$ cat config.mk
export PLATFORM = sky130hd
export DESIGN_NAME = adc_stream_unpack_flat
export DESIGN_NICKNAME = d
export VERILOG_FILES = /design/src/rtl/adc_stream_unpack_if.sv /design/src/rtl/adc_stream_unpack.sv /design/src/flat_wrapper.sv
export SDC_FILE = /design/constraint.sdc
export NUM_CORES = 1
export LEC_CHECK = 0
export CAP_MARGIN = 40
export CORE_MARGIN = 2
export CORE_UTILIZATION = 41
export DETAILED_ROUTE_END_ITERATION = 12
export PLACE_DENSITY = 0.68
export RECOVER_POWER = 25
export SLEW_MARGIN = 20
export SYNTH_ARGS = -nofsm -noshare
export SYNTH_HDL_FRONTEND = slang
export SYNTH_SLANG_ARGS = --single-unit
$ cat constraint.sdc
create_clock -name fifo_read_fifoclk -period 3.2 [get_ports fifo_read_fifoclk]
set_input_delay 0.8 -clock fifo_read_fifoclk [delete_from_list [all_inputs] [get_ports fifo_read_fifoclk]]
set_output_delay 0.8 -clock fifo_read_fifoclk [all_outputs]
set_load 0.05 [all_outputs]
$ cat src/rtl/adc_stream_unpack_if.sv
// Byte-in / sample-out stream bundle for the ADC capture unpacker.
// slave = unpacker side, master = byte source / sample consumer side.
interface adc_stream_unpack_if;
  logic [7:0] byte_i;
  logic       byte_valid_i;
  logic       byte_ready_o;
  logic [9:0] sample_o;
  logic       sample_valid_o;
  logic       sample_ready_i;
  logic       sample_trig_o;

  modport slave (
    input  byte_i, byte_valid_i, sample_ready_i,
    output byte_ready_o, sample_o, sample_valid_o, sample_trig_o
  );

  modport master (
    output byte_i, byte_valid_i, sample_ready_i,
    input  byte_ready_o, sample_o, sample_valid_o, sample_trig_o
  );
endinterface

$ cat src/rtl/adc_stream_unpack.sv
// Rebuilds 10-bit ADC samples + trigger mark from the MSB-first packed byte stream (3 samples/word).
// Sample valid the cycle after the 4th byte; bytes stall only while a full word waits. ADC_UNPACK_TAGCHECK_EN adds a sticky tag check.
module adc_stream_unpack #(
  parameter int unsigned COUNT_WIDTH = 32,
  parameter logic [1:0]  NO_TRIG_TAG = 2'b11
) (
  input  logic                   fifo_read_fifoclk,
  input  logic                   reset_i,
  input  logic                   clear_i,
  adc_stream_unpack_if.slave     bus,
  input  logic [COUNT_WIDTH-1:0] max_samples_i,
  output logic [COUNT_WIDTH-1:0] samples_o,
  output logic                   done_o,
  output logic                   tag_err_o
);

  logic [1:0]             byte_cnt_q, byte_cnt_d;
  logic [23:0]            shift_q, shift_d;
  logic [31:0]            word_q, word_d;
  logic                   word_full_q, word_full_d;
  logic [1:0]             idx_q, idx_d;
  logic                   trig_seen_q, trig_seen_d;
  logic                   trig_word_q, trig_word_d;
  logic [1:0]             trig_idx_q, trig_idx_d;
  logic [COUNT_WIDTH-1:0] samples_q, samples_d;
  logic                   done_q, done_d;

  logic        samp_hs, last_take, byte_rdy, byte_hs, word_load;
  logic [31:0] new_word;
  logic [1:0]  new_tag;

`ifdef ADC_UNPACK_TAGCHECK_EN
  logic tag_err_q, tag_err_d;
`endif

  always_comb begin
    byte_cnt_d  = byte_cnt_q;
    shift_d     = shift_q;
    word_d      = word_q;
    word_full_d = word_full_q;
    idx_d       = idx_q;
    trig_seen_d = trig_seen_q;
    trig_word_d = trig_word_q;
    trig_idx_d  = trig_idx_q;
    samples_d   = samples_q;
    done_d      = done_q;
`ifdef ADC_UNPACK_TAGCHECK_EN
    tag_err_d   = tag_err_q;
`endif

    samp_hs   = word_full_q & ~done_q & bus.sample_ready_i;
    last_take = samp_hs & (idx_q == 2'd2);
    // The 4th byte may land only if the word register is free or is being emptied this cycle.
    byte_rdy  = ~done_q & ((byte_cnt_q != 2'd3) | ~word_full_q | last_take);
    byte_hs   = bus.byte_valid_i & byte_rdy;
    word_load = byte_hs & (byte_cnt_q == 2'd3);
    new_word  = {shift_q, bus.byte_i};
    new_tag   = new_word[31:30];

    if (byte_hs) begin
      byte_cnt_d = byte_cnt_q + 2'd1;
      shift_d    = {shift_q[15:0], bus.byte_i};
    end

    if (samp_hs) begin
      if (last_take) begin
        idx_d       = 2'd0;
        word_full_d = 1'b0;
      end else begin
        idx_d = idx_q + 2'd1;
      end
      if (samples_q != '1) begin
        samples_d = samples_q + COUNT_WIDTH'(1);
      end
      if ((max_samples_i != '0) && (samples_d == max_samples_i)) begin
        done_d = 1'b1;
      end
    end

    if (word_load) begin
      word_d      = new_word;
      word_full_d = 1'b1;
      idx_d       = 2'd0;
      if (!trig_seen_q && (new_tag != NO_TRIG_TAG)) begin
        trig_seen_d = 1'b1;
        trig_word_d = 1'b1;
        trig_idx_d  = new_tag;
      end else begin
        trig_word_d = 1'b0;
      end
`ifdef ADC_UNPACK_TAGCHECK_EN
      if (trig_seen_q && (new_tag != trig_idx_q)) begin
        tag_err_d = 1'b1;
      end
`endif
    end
  end

  always_ff @(posedge fifo_read_fifoclk) begin
    if (reset_i || clear_i) begin
      byte_cnt_q  <= 2'd0;
      shift_q     <= 24'd0;
      word_q      <= 32'd0;
      word_full_q <= 1'b0;
      idx_q       <= 2'd0;
      trig_seen_q <= 1'b0;
      trig_word_q <= 1'b0;
      trig_idx_q  <= 2'd0;
      samples_q   <= '0;
      done_q      <= 1'b0;
    end else begin
      byte_cnt_q  <= byte_cnt_d;
      shift_q     <= shift_d;
      word_q      <= word_d;
      word_full_q <= word_full_d;
      idx_q       <= idx_d;
      trig_seen_q <= trig_seen_d;
      trig_word_q <= trig_word_d;
      trig_idx_q  <= trig_idx_d;
      samples_q   <= samples_d;
      done_q      <= done_d;
    end
  end

`ifdef ADC_UNPACK_TAGCHECK_EN
  always_ff @(posedge fifo_read_fifoclk) begin
    if (reset_i || clear_i) begin
      tag_err_q <= 1'b0;
    end else begin
      tag_err_q <= tag_err_d;
    end
  end
  assign tag_err_o = tag_err_q;
`else
  assign tag_err_o = 1'b0;
`endif

  always_comb begin
    case (idx_q)
      2'd0:    bus.sample_o = word_q[9:0];
      2'd1:    bus.sample_o = word_q[19:10];
      2'd2:    bus.sample_o = word_q[29:20];
      default: bus.sample_o = 10'd0;
    endcase
  end

  assign bus.byte_ready_o   = byte_rdy;
  assign bus.sample_valid_o = word_full_q & ~done_q;
  assign bus.sample_trig_o  = word_full_q & ~done_q & trig_word_q & (idx_q == trig_idx_q);
  assign samples_o          = samples_q;
  assign done_o             = done_q;

endmodule

$ cat src/flat_wrapper.sv
// flat-port wrapper written by rule: the top's interface ports become plain ports
module adc_stream_unpack_flat 
#(
  parameter int unsigned COUNT_WIDTH = 32,
  parameter logic [1:0]  NO_TRIG_TAG = 2'b11
)
  (fifo_read_fifoclk, reset_i, clear_i, max_samples_i, samples_o, done_o, tag_err_o, bus_byte_i, bus_byte_valid_i, bus_sample_ready_i, bus_byte_ready_o, bus_sample_o, bus_sample_valid_o, bus_sample_trig_o);
  adc_stream_unpack_if bus_i ();
  input  logic fifo_read_fifoclk;
  input  logic reset_i;
  input  logic clear_i;
  input  logic [COUNT_WIDTH-1:0] max_samples_i;
  output logic [COUNT_WIDTH-1:0] samples_o;
  output logic done_o;
  output logic tag_err_o;
  input wire logic [$bits(bus_i.byte_i)-1:0] bus_byte_i;
  input wire logic [$bits(bus_i.byte_valid_i)-1:0] bus_byte_valid_i;
  input wire logic [$bits(bus_i.sample_ready_i)-1:0] bus_sample_ready_i;
  output wire logic [$bits(bus_i.byte_ready_o)-1:0] bus_byte_ready_o;
  output wire logic [$bits(bus_i.sample_o)-1:0] bus_sample_o;
  output wire logic [$bits(bus_i.sample_valid_o)-1:0] bus_sample_valid_o;
  output wire logic [$bits(bus_i.sample_trig_o)-1:0] bus_sample_trig_o;
  assign bus_i.byte_i = bus_byte_i;
  assign bus_i.byte_valid_i = bus_byte_valid_i;
  assign bus_i.sample_ready_i = bus_sample_ready_i;
  assign bus_byte_ready_o = bus_i.byte_ready_o;
  assign bus_sample_o = bus_i.sample_o;
  assign bus_sample_valid_o = bus_i.sample_valid_o;
  assign bus_sample_trig_o = bus_i.sample_trig_o;
  adc_stream_unpack #(.COUNT_WIDTH(COUNT_WIDTH), .NO_TRIG_TAG(NO_TRIG_TAG)) u_core (.fifo_read_fifoclk(fifo_read_fifoclk), .reset_i(reset_i), .clear_i(clear_i), .bus(bus_i), .max_samples_i(max_samples_i), .samples_o(samples_o), .done_o(done_o), .tag_err_o(tag_err_o));
endmodule
* After elaboration in Yosys (flattened, before gate mapping)
Index checks and enable logic that the tools add are counted.
** Cells by class
- Bitwise logic cells :: 12
- Equal/unequal tests :: 8
- Reduce and logical (&&, ||, !) cells :: 12
- Muxes and demuxes :: 8
- Add/subtract/negate cells :: 3
** Operators with widths (number)
- two-way mux 32 bit :: 2
- adder 32 x 1 -> 32 bit, second input constant :: 1
- equality test 32 bit :: 1
- inequality test 32 bit, second input constant :: 1
- nonzero test 32 bit :: 1
- case mux 10 bit (3 select lines) :: 1
- bitwise AND 1 bit :: 8
- AND reduction 2 bit :: 3
- adder 2 x 1 -> 2 bit, second input constant :: 2
- equality test 2 bit, second input constant :: 2
- two-way mux 1 bit :: 4
- inequality test 2 bit, second input constant :: 2
- nonzero test 2 bit :: 2
- equality test 2 x 1 -> 1 bit, second input constant :: 1
- equality test 2 bit :: 1
- logical AND 1 bit :: 2
- logical NOT 2 bit :: 1
- two-way mux 2 bit :: 1
- NOT 1 bit :: 2
- OR 1 bit :: 2
- OR reduction 2 bit :: 1
- logical NOT 1 bit :: 1
- logical OR 1 bit :: 1
** Word-level totals
- Word-level logic and storage cells :: 53
- Output and inout bits :: 47
- Flip-flop bits (word level) :: 96

* Logic depth before layout (Yosys ltp)
- Depth in word-level cells :: 10
- Depth in mapped cells :: 11
- Mapped depth without buffers :: 9

* Least setup slack after synthesis
OpenSTA, ideal clock, no wires.
- Path kind :: register to output
- From :: register u_core.idx_q[1]
- To :: output port bus_sample_o[0]
- Slack :: 187 ps
- Stages on the path, launching flop included :: 5
- Data arrival time :: 2213 ps
- Cell sequence :: dfxtp_1 -> clkbuf_1 -> clkbuf_1 -> mux2i_1 -> o21ai_0
** Between the ends
- Cells in the longest elaborated chain, start to end :: 2
- Elaborated cells on any way between the ends :: 4
- Classes of those cells :: eq/ne (2); mux (1); reduce/logical (1)
** RTL lines
- from (decl) :: line adc_stream_unpack.sv:21 : logic [1:0] idx_q, idx_d;
- from (signal assigned) :: line adc_stream_unpack.sv:116 : idx_q <= idx_d;
- equality test 2 bit, or another cell as far along :: line adc_stream_unpack.sv:139 : case (idx_q)
- case mux 10 bit (3 select lines) (*) :: line adc_stream_unpack.sv:139
- to (decl) :: line flat_wrapper.sv:20 : output wire logic [$bits(bus_i.sample_o)-1:0] bus_sample_o;
Every way passes the cells marked *; elsewhere a longest branch is shown, timed or not.

* Final worst setup path
- From :: register u_core.samples_q[1] (netlist: u_core.samples_o[1])
- To :: register u_core.done_q (netlist: u_core.done_o)
** Between the ends
- Cells in the longest elaborated chain, start to end :: 6
- Elaborated cells on any way between the ends :: 7
- Classes of those cells :: add/sub (1); eq/ne (2); mux (2); reduce/logical (2)
** RTL lines
- from (decl) :: line adc_stream_unpack.sv:25 : logic [COUNT_WIDTH-1:0] samples_q, samples_d;
- from (signal assigned) :: line adc_stream_unpack.sv:120 : samples_q <= samples_d;
- adder 32 x 1 -> 32 bit or inequality test 32 bit (tied branches) :: line adc_stream_unpack.sv:73, adc_stream_unpack.sv:72
- two-way mux 32 bit (*) :: line adc_stream_unpack.sv:72 : if (samples_q != '1) begin
- two-way mux 32 bit (*) :: line adc_stream_unpack.sv:65 : if (samp_hs) begin
- equality test 32 bit (*) :: line adc_stream_unpack.sv:75 : if ((max_samples_i != '0) && (samples_d == max_samples_i)) begin
- logical AND 1 bit (*) :: line adc_stream_unpack.sv:75
- AND reduction 2 bit (no line) (*)
- to (signal assigned) :: line adc_stream_unpack.sv:121 : done_q <= done_d;
- to (decl) :: line adc_stream_unpack.sv:26 : logic done_q, done_d;
Every way passes the cells marked *; elsewhere a longest branch is shown, timed or not. The select of a mux whose other input is x is not followed.
A chain may end at the register's enable or synchronous reset.

==> run_results.csv <==
group,metric,value,unit
run_status,status,"finished clean",
synthesis,syn_inst,745,
synthesis,ys_seq_area_share,33.6,%
timing,setup_violations,0,
clocking,cts_tree,"yes",
floorplanning,num_io_pins,92,
route,vias_per_cell,5.63,
placed_design,preCtsSetupSlack,0.171,ns
critical_path,crit_arrival,3.33,ns
floorplanning,floorplan.rows,43,
clocking,post_cts_resized,0,
synthesis,netlist_area,5720,um2
worst_hold_path,hp-class,"reg -> reg",
clocking,clk_latency,0.36,ns
layout,fin_util,52.5,%
route,wirelength,17700,um
global_route,grt_pass1_vias,5246,
timing,worst_pin_slew,0.742,ns
critical_path,critPathMaxFanout,9,
route,drtPass1Iterations,5,
clocking,clockBufferDepth,2,
layout,antenna_cells,0,
route,antenna_left,0,
floorplanning,die-area,14900,um2
timing,setup_ws,0.148,ns
layout,final_cells,1019,
route,drc,0,
timing,grt_setup_unrepaired,"false",
power,sw_frac_of_total,25.1,%
synthesis,async_flop_share,0,%
clocking,cts.clk_slew.worst_paths,0.08,ns
clocking,clkSinkCount,96,
floorplanning,start_util,41.5,%
route,vias,5736,
power,powerDensity,353,nW/um2
power,vdd_ir_drop_max,0.356,mV
placed_design,io_buffers,90,
synthesis,ys_types,66,
synthesis,ys.flop_type,"dfxtp_1",
power,intPower,1.91,mW
route,drtIter0Drc,599,
power,cellLeakagePower,2.42,nW
global_route,grt_pass1_wl,27900,um
synthesis,ys_warn_count,0,
synthesis,yosysMostFrequentCell,"nand2_1",
global_route,grt_max_degree,73,
timing,hold_viol_final,0,
synthesis,yosys.area.top_type_share,33.6,%
floorplanning,fp.dieH,122,um
synthesis,synth_common_cells,"nand2_1 (154), dfxtp_1 (96), a21oi_1 (79)",
clocking,postCtsSetupBuffers,0,
synthesis,synthesis.nets,792,
global_route,grt.overflow.total,0,
floorplanning,die_w,122,um
synthesis,synthTopCellsByArea,"dfxtp_1 (34%), nand2_1 (10%), a21oi_1 (6.9%)",
global_route,gr-usage-all-layers,24.1,%
critical_path,start_kind,"flop",
critical_path,crit_path_end_kind,"flop",
timing,period_needed,3.05,ns
power,switchingPower,640,uW
timing,period_share,95.4,%
clocking,hold_buffers,0,
layout,layout-drive-gt1-share,10.6,%
synthesis,avgSynthCellArea,7.68,um2
timing,relSlewSlack,50.6,%
placed_design,gp_congestion,0.960,
route,post_drt_wl_per_cell,17.4,um
timing,skew,0.0106,ns
critical_path,path_class,"reg -> reg",
timing,finalMaxSlewViolations,0,
power,p_total,2.55,mW
power,p_seq_share,47.1,%
placed_design,place_inst,1003,
timing,maxClockFrequency,0.328,GHz
timing,fin_tns_setup,0,ns
synthesis,synth-seq-cells,96,
placed_design,place_hpwl,13000,um
synthesis,synth_edf_count,0,
flow_run,cap_viol_max_count,0,
layout,syn_to_final_growth,26.4,%
critical_path,cp.required,3.48,ns
power,p_clk_share,46.0,%
clocking,cts_inserted_buffers,9,
floorplanning,core_area,13800,um2
layout,finalNetCount,881,
layout,fill_cells,1354,
synthesis,post-synth-top-area-cell,"dfxtp_1",
power,combPwrFrac,6.9,%
global_route,antenna_found_initial,0,
clocking,cts_htree_levels,3,
clocking,cts-root-buf,"clkbuf_16",
-- power groups by stage --
stage                     registers (mW)  logic (mW)  clock network [mW]
after floorplan                     1.23      0.0760                   0
after global placement              1.23       0.175                   0
after detailed placement            1.23       0.174                   0
after CTS                           1.20       0.176                1.20
after global routing                1.20       0.189                1.26
final                               1.20       0.176                1.18
-- path summary, 6_finish.rpt --
path	start	endpoint	cells after the start	slack [ns]
worst min-delay path	u_core.shift_q[18]	u_core.word_q[26]	2	0.45
worst min register to register	u_core.shift_q[18]	u_core.word_q[26]	2	0.45
worst max-delay path	u_core.samples_o[1]	u_core.done_o	10	0.15
worst max register to register	u_core.samples_o[1]	u_core.done_o	10	0.15
-- cell usage in the layout (no fill, tap or decap), types with 4 or more instances in the layout --
master / instances
nand2_1: 154
dfxtp_1: 96
a21oi_1: 79
clkdlybuf4s50_1: 78
nor2_1: 55
xnor2_1: 39
buf_4: 35
o21ai_0: 27
xor2_1: 25
nand3_1: 21
nand4_1: 18
mux2i_1: 17
nor3_1: 16
nor4_1: 16
inv_1: 15
and3_1: 12
buf_12: 11
or3_1: 10
clkbuf_16: 9
nand3b_1: 7
or2_2: 6
o31ai_1: 6
a31oi_1: 4
nand4_4: 4
and4_1: 4
o2111ai_1: 4
nor3b_1: 4
inv_6: 4
-- flip-flops by register name, indices dropped and copies added, names as in the netlist --
register / flops
u_core.trig_seen_q: 1
u_core.done_o: 1
u_core.shift_q: 24
u_core.byte_cnt_q: 2
u_core.word_full_q: 1
u_core.idx_q: 2
u_core.word_q: 30
u_core.trig_word_q: 1
u_core.samples_o: 32
u_core.trig_idx_q: 2
-- worst max-delay path, cell delays in order (launching register included) --
cell	delay, ns
dfxtp_1	0.49
ha_1	0.41
nand2_1	0.18
nor2_1	0.11
clkbuf_1	0.36
nand4_1	0.20
and3_1	0.24
o21a_1	0.21
a2111oi_0	0.33
nand4_1	0.23
o31ai_2	0.21
-- cell families after synthesis --
logic type      count (synthesis)  synth area share, %
flops                          96                 33.6
xor+xnor                       64                 9.80
compound gates                147                 15.3
buf+inv                        67                 6.76
other cells                     1               0.0656
simple gates                  351                 31.1
mux                            17                 2.98
fa+ha+maj                       2                0.437
-- metal layers --
metal | track usage [%] | up-vias | wire (um)
met5 | 0 | - | 0
met4 | 10.3 | 0 | 574
met3 | 4.03 | 49 | 1280
met2 | 38.2 | 238 | 8060
met1 | 32.2 | 2682 | 7830
li1 | - | 2767 | -
-- metrics by stage --
stage	hold slack, ns	cell area (um2)
6_report	0.448	7230
5_1_grt	0.474	7230
3_5_place_dp	0.445	6930
3_3_place_gp	0.437	6920
4_1_cts	0.456	7250
2_1_floorplan	0.432	5720
-- cell type report --
class | instances | area, um2 | share of cell area (%)
timing repair buffer | 130 | 1290 | 17.9
clock inverter | 7 | 92.6 | 1.28
clock buffer | 9 | 225 | 3.12
sequential | 96 | 1920 | 26.6
multi-input combinational | 582 | 3410 | 47.2
inverter | 15 | 56.3 | 0.779
tap | 180 | 225 | 3.12
Note: power is estimated with default switching activity, not from simulation.
